===== src/rtl/dvp_pkg.sv =====
// dvp_pkg: shared types and constants for the DVP camera capture path.
// H/V defaults are also consumed by the HDMI timing generator.
package dvp_pkg;

    localparam int H_ACTIVE_DEF = 640;
    localparam int V_ACTIVE_DEF = 480;

    typedef enum logic [1:0] {
        WAIT_VS,
        ARMED,
        CAPTURE,
        DROP
    } cap_state_t;

    localparam logic [15:0] BAR_WHITE   = 16'hFFFF;
    localparam logic [15:0] BAR_YELLOW  = 16'hFFE0;
    localparam logic [15:0] BAR_CYAN    = 16'h07FF;
    localparam logic [15:0] BAR_GREEN   = 16'h07E0;
    localparam logic [15:0] BAR_MAGENTA = 16'hF81F;
    localparam logic [15:0] BAR_RED     = 16'hF800;
    localparam logic [15:0] BAR_BLUE    = 16'h001F;
    localparam logic [15:0] BAR_BLACK   = 16'h0000;

    function automatic logic [15:0] bar_color(input logic [2:0] idx);
        logic [15:0] c;
        case (idx)
            3'd0:    c = BAR_WHITE;
            3'd1:    c = BAR_YELLOW;
            3'd2:    c = BAR_CYAN;
            3'd3:    c = BAR_GREEN;
            3'd4:    c = BAR_MAGENTA;
            3'd5:    c = BAR_RED;
            3'd6:    c = BAR_BLUE;
            default: c = BAR_BLACK;
        endcase
        return c;
    endfunction

endpackage


===== src/rtl/dvp_sync_edge.sv =====
// dvp_sync_edge: registers the DVP bus once and derives frame/line edges
// from the registered VSYNC (polarity-normalised) and HREF.
import dvp_pkg::*;

module dvp_sync_edge #(
    parameter bit VSYNC_POL = 1'b1
) (
    input  logic       clock,
    input  logic       reset,
    input  logic       i_vsync,
    input  logic       i_href,
    input  logic [7:0] i_data,
    output logic       o_href,
    output logic [7:0] o_data,
    output logic       o_vs_rise,
    output logic       o_vs_fall,
    output logic       o_href_fall
);

    localparam logic L_VS_IDLE = !VSYNC_POL;

    logic       r_vsync_d1;
    logic       r_vs_act_d2;
    logic       r_href_d1;
    logic       r_href_d2;
    logic [7:0] r_data_d1;
    logic       w_vs_act;

    assign w_vs_act = r_vsync_d1 ^ !VSYNC_POL;

    // The delayed copy resets to the same value the live one has in reset,
    // so leaving reset never fabricates an edge.
    always_ff @(posedge clock or posedge reset) begin
        if (reset) begin
            r_vsync_d1  <= 1'b0;
            r_vs_act_d2 <= L_VS_IDLE;
            r_href_d1   <= 1'b0;
            r_href_d2   <= 1'b0;
            r_data_d1   <= 8'h00;
        end else begin
            r_vsync_d1  <= i_vsync;
            r_vs_act_d2 <= w_vs_act;
            r_href_d1   <= i_href;
            r_href_d2   <= r_href_d1;
            r_data_d1   <= i_data;
        end
    end

    assign o_href      = r_href_d1;
    assign o_data      = r_data_d1;
    assign o_vs_rise   = w_vs_act & !r_vs_act_d2;
    assign o_vs_fall   = !w_vs_act & r_vs_act_d2;
    assign o_href_fall = !r_href_d1 & r_href_d2;

endmodule


===== src/rtl/dvp_capture_rgb565.sv =====
// dvp_capture_rgb565: frame-aligned OV5640 DVP capture into RGB565 FIFO words.
// Optional colour-bar source compiled in with DVP_TEST_PATTERN_EN.
import dvp_pkg::*;

module dvp_capture_rgb565 #(
    parameter int H_ACTIVE      = H_ACTIVE_DEF,
    parameter int V_ACTIVE      = V_ACTIVE_DEF,
    parameter bit VSYNC_POL     = 1'b1,
    parameter bit HI_BYTE_FIRST = 1'b1
) (
    input  logic        clock,
    input  logic        reset,
    input  logic        capture_en,
    input  logic        cam_vsync,
    input  logic        cam_href,
    input  logic [7:0]  cam_data,
    input  logic        fifo_full,
`ifdef DVP_TEST_PATTERN_EN
    input  logic        test_mode,
`endif
    output logic        fifo_write_en,
    output logic [15:0] fifo_data_out,
    output logic        frame_done,
    output logic        frame_ok,
    output logic        overflow,
    output logic [9:0]  pixel_x,
    output logic [9:0]  line_y,
    output logic [15:0] frame_count
);

    localparam logic [9:0] L_H = 10'(H_ACTIVE);
    localparam logic [9:0] L_V = 10'(V_ACTIVE);

    logic       w_href;
    logic [7:0] w_data;
    logic       w_vs_rise;
    logic       w_vs_fall;
    logic       w_href_fall;

    dvp_sync_edge #(
        .VSYNC_POL (VSYNC_POL)
    ) u_sync (
        .clock       (clock),
        .reset       (reset),
        .i_vsync     (cam_vsync),
        .i_href      (cam_href),
        .i_data      (cam_data),
        .o_href      (w_href),
        .o_data      (w_data),
        .o_vs_rise   (w_vs_rise),
        .o_vs_fall   (w_vs_fall),
        .o_href_fall (w_href_fall)
    );

    cap_state_t  r_state;
    cap_state_t  w_next;
    logic        r_phase;
    logic [7:0]  r_lo;
    logic [9:0]  r_px;
    logic [9:0]  r_ly;
    logic        r_ovf;
    logic        r_line_err;
    logic        r_we;
    logic [15:0] r_data;
    logic        r_done;
    logic        r_ok;
    logic [15:0] r_fc;

    logic        w_cap;
    logic        w_in_win;
    logic        w_ovf_hit;
    logic        w_start;
    logic [9:0]  w_ly_inc;
    logic [9:0]  w_ly_end;
    logic        w_err_end;
    logic        w_ok;
    logic [15:0] w_word;
    logic [15:0] w_word_out;

    assign w_cap     = (r_state == CAPTURE);
    assign w_in_win  = (r_px < L_H) && (r_ly < L_V);
    assign w_ovf_hit = w_cap && w_href && r_phase && w_in_win && fifo_full;
    assign w_start   = (r_state == ARMED) && w_vs_fall && capture_en;
    assign w_ly_inc  = (r_ly == 10'h3FF) ? r_ly : r_ly + 10'd1;

    // A line ending on the same cycle as the frame counts toward the verdict.
    assign w_ly_end  = w_href_fall ? w_ly_inc : r_ly;
    assign w_err_end = r_line_err | (w_href_fall & r_phase);
    assign w_ok      = (w_ly_end == L_V) && !r_ovf && !w_err_end;

    assign w_word = HI_BYTE_FIRST ? {r_lo, w_data} : {w_data, r_lo};

`ifdef DVP_TEST_PATTERN_EN
    localparam logic [9:0] L_BAR_W = 10'(H_ACTIVE / 8);

    logic [9:0] w_bar_q;
    logic [2:0] w_bar_idx;

    assign w_bar_q    = r_px / L_BAR_W;
    assign w_bar_idx  = (w_bar_q > 10'd7) ? 3'd7 : w_bar_q[2:0];
    assign w_word_out = test_mode ? bar_color(w_bar_idx) : w_word;
`else
    assign w_word_out = w_word;
`endif

    always_ff @(posedge clock or posedge reset) begin
        if (reset) begin
            r_state <= WAIT_VS;
        end else begin
            r_state <= w_next;
        end
    end

    always_comb begin
        w_next = r_state;
        case (r_state)
            WAIT_VS: if (w_vs_rise) w_next = ARMED;
            ARMED:   if (w_start) w_next = CAPTURE;
            CAPTURE: begin
                if (w_vs_rise) w_next = ARMED;
                else if (w_ovf_hit) w_next = DROP;
            end
            DROP:    if (w_vs_rise) w_next = ARMED;
            default: w_next = WAIT_VS;
        endcase
    end

    always_ff @(posedge clock or posedge reset) begin
        if (reset) begin
            r_phase    <= 1'b0;
            r_lo       <= 8'h00;
            r_px       <= 10'd0;
            r_ly       <= 10'd0;
            r_ovf      <= 1'b0;
            r_line_err <= 1'b0;
            r_we       <= 1'b0;
            r_data     <= 16'h0000;
            r_done     <= 1'b0;
            r_ok       <= 1'b0;
            r_fc       <= 16'h0000;
        end else begin
            r_we   <= 1'b0;
            r_done <= 1'b0;
            if (w_start) begin
                r_ovf      <= 1'b0;
                r_px       <= 10'd0;
                r_ly       <= 10'd0;
                r_phase    <= 1'b0;
                r_line_err <= 1'b0;
            end
            if (w_cap) begin
                if (w_href) begin
                    r_phase <= !r_phase;
                    if (!r_phase) begin
                        r_lo <= w_data;
                    end else if (w_in_win) begin
                        if (fifo_full) begin
                            r_ovf <= 1'b1;
                        end else begin
                            r_we   <= 1'b1;
                            r_data <= w_word_out;
                            r_px   <= r_px + 10'd1;
                        end
                    end
                end
                if (w_href_fall) begin
                    r_phase <= 1'b0;
                    r_px    <= 10'd0;
                    r_ly    <= w_ly_inc;
                    if (r_phase) r_line_err <= 1'b1;
                end
                if (w_vs_rise) begin
                    r_done <= 1'b1;
                    r_ok   <= w_ok;
                    if (w_ok) r_fc <= r_fc + 16'd1;
                end
            end
            if ((r_state == DROP) && w_vs_rise) begin
                r_done <= 1'b1;
                r_ok   <= 1'b0;
            end
        end
    end

    assign fifo_write_en = r_we;
    assign fifo_data_out = r_data;
    assign frame_done    = r_done;
    assign frame_ok      = r_ok;
    assign overflow      = r_ovf;
    assign pixel_x       = r_px;
    assign line_y        = r_ly;
    assign frame_count   = r_fc;

endmodule


===== config.mk =====
export PLATFORM = sky130hd
export DESIGN_NAME = dvp_capture_rgb565
export DESIGN_NICKNAME = d
export VERILOG_FILES = /design/src/rtl/dvp_pkg.sv /design/src/rtl/dvp_sync_edge.sv /design/src/rtl/dvp_capture_rgb565.sv
export SDC_FILE = /design/constraint.sdc
export NUM_CORES = 1
export LEC_CHECK = 0
export ABC_AREA = 1
export CAP_MARGIN = 40
export CORE_ASPECT_RATIO = 1.75
export CORE_UTILIZATION = 57
export CTS_CLUSTER_SIZE = 28
export DETAILED_ROUTE_END_ITERATION = 12
export PLACE_DENSITY = 0.85
export SETUP_SLACK_MARGIN = 0.05
export SYNTH_ARGS = -nofsm -noshare
export SYNTH_HDL_FRONTEND = slang
export SYNTH_SLANG_ARGS = --single-unit

===== constraint.sdc =====
create_clock -name clock -period 5.73 [get_ports clock]
set_input_delay 1.146 -clock clock [delete_from_list [all_inputs] [get_ports clock]]
set_output_delay 1.146 -clock clock [all_outputs]
set_load 0.02 [all_outputs]

==> impl_metrics.ini, run 1 <==
[power]
p_comb_share_pct = 33.2
leakagePower_nw = 2.43
peakVddDrop_mv = 0.409
powerDensity_nw_per_um2 = 439
intPower_w = 0.00144
switchingPower_w = 0.000808
pwr-share-clk_pct = 29.8
power_frac_seq_pct = 36.9
switching_share_pct = 35.9

[die]
fp-row-count = 40
die_h_um = 113
coreArea_um2 = 6810
io_pins = 70
die_area_um2 = 7380
fp.dieW_um = 65.4
start_util_pct = 58.8

[timing]
skew_ps = 9.84
slew_headroom_pct = 51.7
drv_slew = 0
hold_viol = 0
layout_setup_ws_ps = 2820
layout_min_cycle_time_ps = 2910
tightest_slew_ps = 725
rsz0062_at_grt = false
setup_tns_ps = 0
post-route-period-util_pct = 50.7
final-setup-viol-count = 0
fmax_mhz = 344

[worst_setup_path]
crit_type = in2reg
cp-start-kind = input port
worst-path-max-fanout = 10
cp_data_arrival_time_ps = 3190
end_kind = register
r2r-start = r_state[0]
reg2reg_to = pixel_x[0]
cp.required_ps = 6020
ff2ff_path_depth = 8
regToRegSetupSlack_ps = 3210

[logic_synthesis]
seq_area_frac_synth_pct = 50.0
avgSynthCellArea_um2 = 8.07
yosys.cell_types.count = 36
synth_area_um2 = 4010
ys_seq_elements = 80
synth_cells = 496
syn_nets = 516
yosysWarnings = 0

[placed_design]
pre_cts_ws_ps = 2520
port_buffers = 69
routabilityCongestion = 0.915
dp_hpwl_um = 7060

[cts]
clkSinkCount = 80
path_clk_slew_ps = 70
post_cts_resized = 0
cts_tree = built
numCtsBuffers = 9
clockBufferDepth = 2
cts_root_buffer = clkbuf_16
cts.htree.levels = 3
holdBufCountCts = 0
post-cts-setup-buffer-count = 0
clk_latency_ps = 340

[drt]
routed_via_density = 5.78
routed-via-count = 3804
wl_met2_um = 5650
drt_iter0_drc = 371
drc = 0
totalWireLength_um = 10400
top_layer_used = met4
drt-met1-wl_um = 3780
route.met3.wl_um = 557
first_pass_iters = 7
final_antenna_net_count = 0
wl_per_cell_um = 15.8

[cells_and_area]
final_common_cell = nand2_1
final_cell_mix = nand2_1, dfrtp_1, inv_1
final_nets = 589
num-fill-cells = 525
drive_gt1_share_pct = 7.67
antennaDiodeCount = 0
layout-area-overhead-vs-synth_pct = 27.9

[grt]
grt_usage_pct = 30.4
gr-total-overflow = 0
grt_pass1_vias = 3615
grt_antenna_before_repair = 0
grt_pass1_wl_um = 16700
grt_max_degree = 60

[run]
cap_viol_max_count = 0

[hold_path]
min_path_type = reg2reg
hp-start = u_sync.r_vsync_d1
holdPathEnd = u_sync.r_vs_act_d2
whs_path_depth = 0

[run_status]
status = completed
-- worst max path at each step --
stage | start | to | slack (ps) | cells after the start
after CTS | capture_en | pixel_x[0] | 2900 | 7
final | capture_en | pixel_x[0] | 2820 | 7
after floorplan | reset | fifo_data_out[0] | 2530 | 1
after detailed placement | capture_en | pixel_x[0] | 2520 | 7
after global routing | capture_en | pixel_x[0] | 2710 | 7
after global placement | fifo_full | pixel_x[0] | 2140 | 6
-- Yosys cell counts --
master    count  area, um^2
nand3b_1      2        15.0
nand3_1      48         240
a22oi_1       1        7.51
a21oi_1      10        50.1
nand3_2       3        30.0
nor4_1        4        25.0
inv_2         1        3.75
buf_1         1        3.75
o21ai_2       1        8.76
buf_4         3        22.5
nor3_1        6        30.0
nor2_2        5        31.3
nand4_2       1        12.5
nand3_4       1        17.5
buf_6         1        11.3
o211ai_1      1        7.51
or2_2         2        12.5
nor2_4        1        11.3
a21oi_4       1        16.3
nor2_1       28         105
o21a_1        1        7.51
dfrtp_1      80        2000
clkinv_1      2        7.51
inv_1        71         267
xnor2_1       2        17.5
o21ai_0      35         175
nand2_2       8        50.1
nand2_1     134         503
o221ai_1      1        8.76
o21ai_4       1        16.3
xor2_1        3        26.3
clkbuf_1      4        15.0
o211a_1       1        10.0
o22ai_1       7        43.8
nand4_1      19         119
ha_1          6        75.1
-- power groups by stage --
stage,Clock (W),Combinational (W),Sequential [W]
2_1_floorplan,0,0.000328,0.000917
3_3_place_gp,0,0.000703,0.000827
3_5_place_dp,0,0.000732,0.000833
4_1_cts,0.000677,0.000746,0.000828
5_1_grt,0.000699,0.000811,0.000844
6_report,0.000670,0.000747,0.000830
-- per-stage QoR --
stage	util (%)	cells	total power [W]	hold WS, ps	area [um^2]
2_1_floorplan	-	496	0.00125	354	4010
3_3_place_gp	69.9	641	0.00153	362	4760
3_5_place_dp	70.1	642	0.00157	368	4770
4_1_cts	75.3	658	0.00225	384	5120
5_1_grt	75.3	658	0.00235	389	5120
6_report	75.3	658	0.00225	380	5120
-- cell families (layout without fill, tap and decap cells) --
kind of cell / after synthesis / count (layout) / share of synthesized area (%)
buffers and inverters: 83 / 161 / 8.25
xor gates and xnor gates: 5 / 5 / 1.09
DFF: 80 / 80 / 50.0
and+or+nand+nor: 262 / 262 / 30.0
AOI/OAI and AO/OA: 60 / 60 / 8.78
adders and majority gates: 6 / 6 / 1.87
-- per-layer routing --
| metal | track usage, % | up-vias |
|---|---|---|
| met5 | 0 | - |
| met4 | 16.1 | 0 |
| met3 | 7.06 | 42 |
| met2 | 53.0 | 205 |
| met1 | 33.3 | 1801 |
| li1 | - | 1756 |
-- registers in the layout (all words and copies together), names as in the netlist, 2 cells and up --
register	flops
frame_count	16
line_y	10
u_sync.o_data	8
r_lo	8
pixel_x	10
r_state	2
fifo_data_out	16
-- critical path: stages --
cell and delay, ps:
clkdlybuf4s50_1 420, nand4_1 310, inv_1 210, nor2_1 310
clkinv_1 370, o21ai_0 280, o21a_1 150
-- layout make-up --
type | instances | area (um^2) | share of cell area, %
flip-flops and latches | 80 | 2000 | 39.1
multi-input cells | 333 | 1670 | 32.7
repair buffers | 71 | 713 | 13.9
well taps | 84 | 105 | 2.05
clock inverters | 7 | 126 | 2.47
clock buffers | 9 | 225 | 4.40
inverters | 74 | 278 | 5.42
(Power assumes the default switching activity.)
==> inputs of run 2 (changes only) <==
--- a/config.mk
+++ b/config.mk
@@ -8,10 +8,10 @@
 export ABC_AREA = 1
 export CAP_MARGIN = 40
 export CORE_ASPECT_RATIO = 1.75
-export CORE_UTILIZATION = 57
+export CORE_UTILIZATION = 53
 export CTS_CLUSTER_SIZE = 28
 export DETAILED_ROUTE_END_ITERATION = 12
-export PLACE_DENSITY = 0.85
+export PLACE_DENSITY = 0.8
 export SETUP_SLACK_MARGIN = 0.05
 export SYNTH_ARGS = -nofsm -noshare
 export SYNTH_HDL_FRONTEND = slang
==> constraint.sdc (replaced) <==
create_clock -name clock -period 2.7 [get_ports clock]
set_input_delay 0.54 -clock clock [delete_from_list [all_inputs] [get_ports clock]]
set_output_delay 0.54 -clock clock [all_outputs]
set_load 0.02 [all_outputs]
==> impl_metrics.ini, run 2 (synthesis results as in run 1) <==
[cells_and_area]
final_cell_mix = nand2_1, dfrtp_1, inv_1
final_common_cell = nand2_1
final_nets = 593
drive_gt1_share_pct = 8.30
antennaDiodeCount = 0
layout-area-overhead-vs-synth_pct = 28.5
num-fill-cells = 590

[timing]
layout_setup_ws_ps = 472
drv_slew = 0
layout_min_cycle_time_ps = 2230
post-route-period-util_pct = 82.5
hold_slack_ps = 383
skew_ps = 5.02
setup_tns_ps = 0
fmax_mhz = 449
rsz0062_at_grt = false
final-setup-viol-count = 0
hold_viol = 0
slew_headroom_pct = 63.2
tightest_slew_ps = 552

[worst_setup_path]
slowest_delay_ps = 440
crit_slowest_cell = dfrtp_1
crit_chain = ha_1, nand2_2, inv_1, nand2_1, nand2_1, nand2_1, nand4_2, o21ai_4, nand2_1, nand2_1, nand2_1
end_kind = register
crit_type = reg2reg
cp.required_ps = 2920
cp_data_arrival_time_ps = 2450
crit_top_cell = nand2_1
cp-start-kind = register
cp.buffers_inverters = 1
worst-path-max-fanout = 17
cp_top_family = simple AND/OR/NAND/NOR gates

[cts]
clk_latency_ps = 340
path_clk_slew_ps = 60
post-cts-setup-buffer-count = 0
holdBufCountCts = 0
clkSinkCount = 80
post_cts_resized = 0
clockBufferDepth = 2
numCtsBuffers = 9
cts_root_buffer = clkbuf_16
cts_tree = built
cts.htree.levels = 3

[drt]
first_pass_iters = 4
final_antenna_net_count = 0
totalWireLength_um = 9810
drc = 0
routed_via_density = 5.50
routed-via-count = 3654
drt_iter0_drc = 288
wl_per_cell_um = 14.8

[power]
peakVddDrop_mv = 0.660
leakagePower_nw = 2.45
power.total_w = 0.00470
powerDensity_nw_per_um2 = 914

[placed_design]
dp_hpwl_um = 7010
port_buffers = 69
routabilityCongestion = 1.02
pre_cts_ws_ps = 488

[run]
cap_viol_max_count = 0

[grt]
grt_usage_pct = 27.6
grt_pass1_vias = 3473
grt_max_degree = 81
gr-total-overflow = 0
grt_antenna_before_repair = 0
grt_pass1_wl_um = 16100

[die]
die_area_um2 = 7920
die_h_um = 117
fp.dieW_um = 67.7
coreArea_um2 = 7280
fp-row-count = 41
io_pins = 70
start_util_pct = 55.0

[hold_path]
min_path_type = reg2reg

[run_status]
status = completed
[run 2: cell type report]
cell class	instances	area (um^2)	area share [%]
sequential	80	2000	38.9
multi-input combinational	333	1670	32.5
timing repair buffer	75	748	14.5
inverter	74	279	5.42
clock buffer	10	239	4.64
tap	86	108	2.09
clock inverter	6	97.6	1.90
[run 2: worst paths after layout]
path	startpoint	endpoint	slack, ps	depth (start not counted)
worst min register to register	u_sync.r_vsync_d1	u_sync.r_vs_act_d2	380	0
min in group asynchronous	reset	frame_count[9]	620	3
max in group asynchronous	reset	pixel_x[6]	1770	3
worst min-delay path	u_sync.r_vsync_d1	u_sync.r_vs_act_d2	380	0
worst max register to register	line_y[0]	frame_count[0]	470	11
worst max-delay path	line_y[0]	frame_count[0]	470	11
[run 2: through the flow]
step / area, um^2 / instances / util [%]
after floorplan: 4010 / 496 / -
after global placement: 4810 / 648 / 66.0
after detailed placement: 4810 / 648 / 66.0
after CTS: 5150 / 664 / 70.6
after global routing: 5150 / 664 / 70.6
final: 5150 / 664 / 70.6
[run 2: where the power goes]
part | leakage (nW) | internal (W) | switching (W)
clock network | 0.166 | 0.000850 | 0.000518
registers | 1.05 | 0.00149 | 0.000250
logic | 1.24 | 0.000671 | 0.000923
[run 2: layer usage]
metal	track usage [%]	vias to the layer above	routed length, um
met4	14.5	0	382
met2	46.2	118	5180
met5	0	-	0
met3	5.91	32	384
met1	32.2	1737	3870
li1	-	1767	-
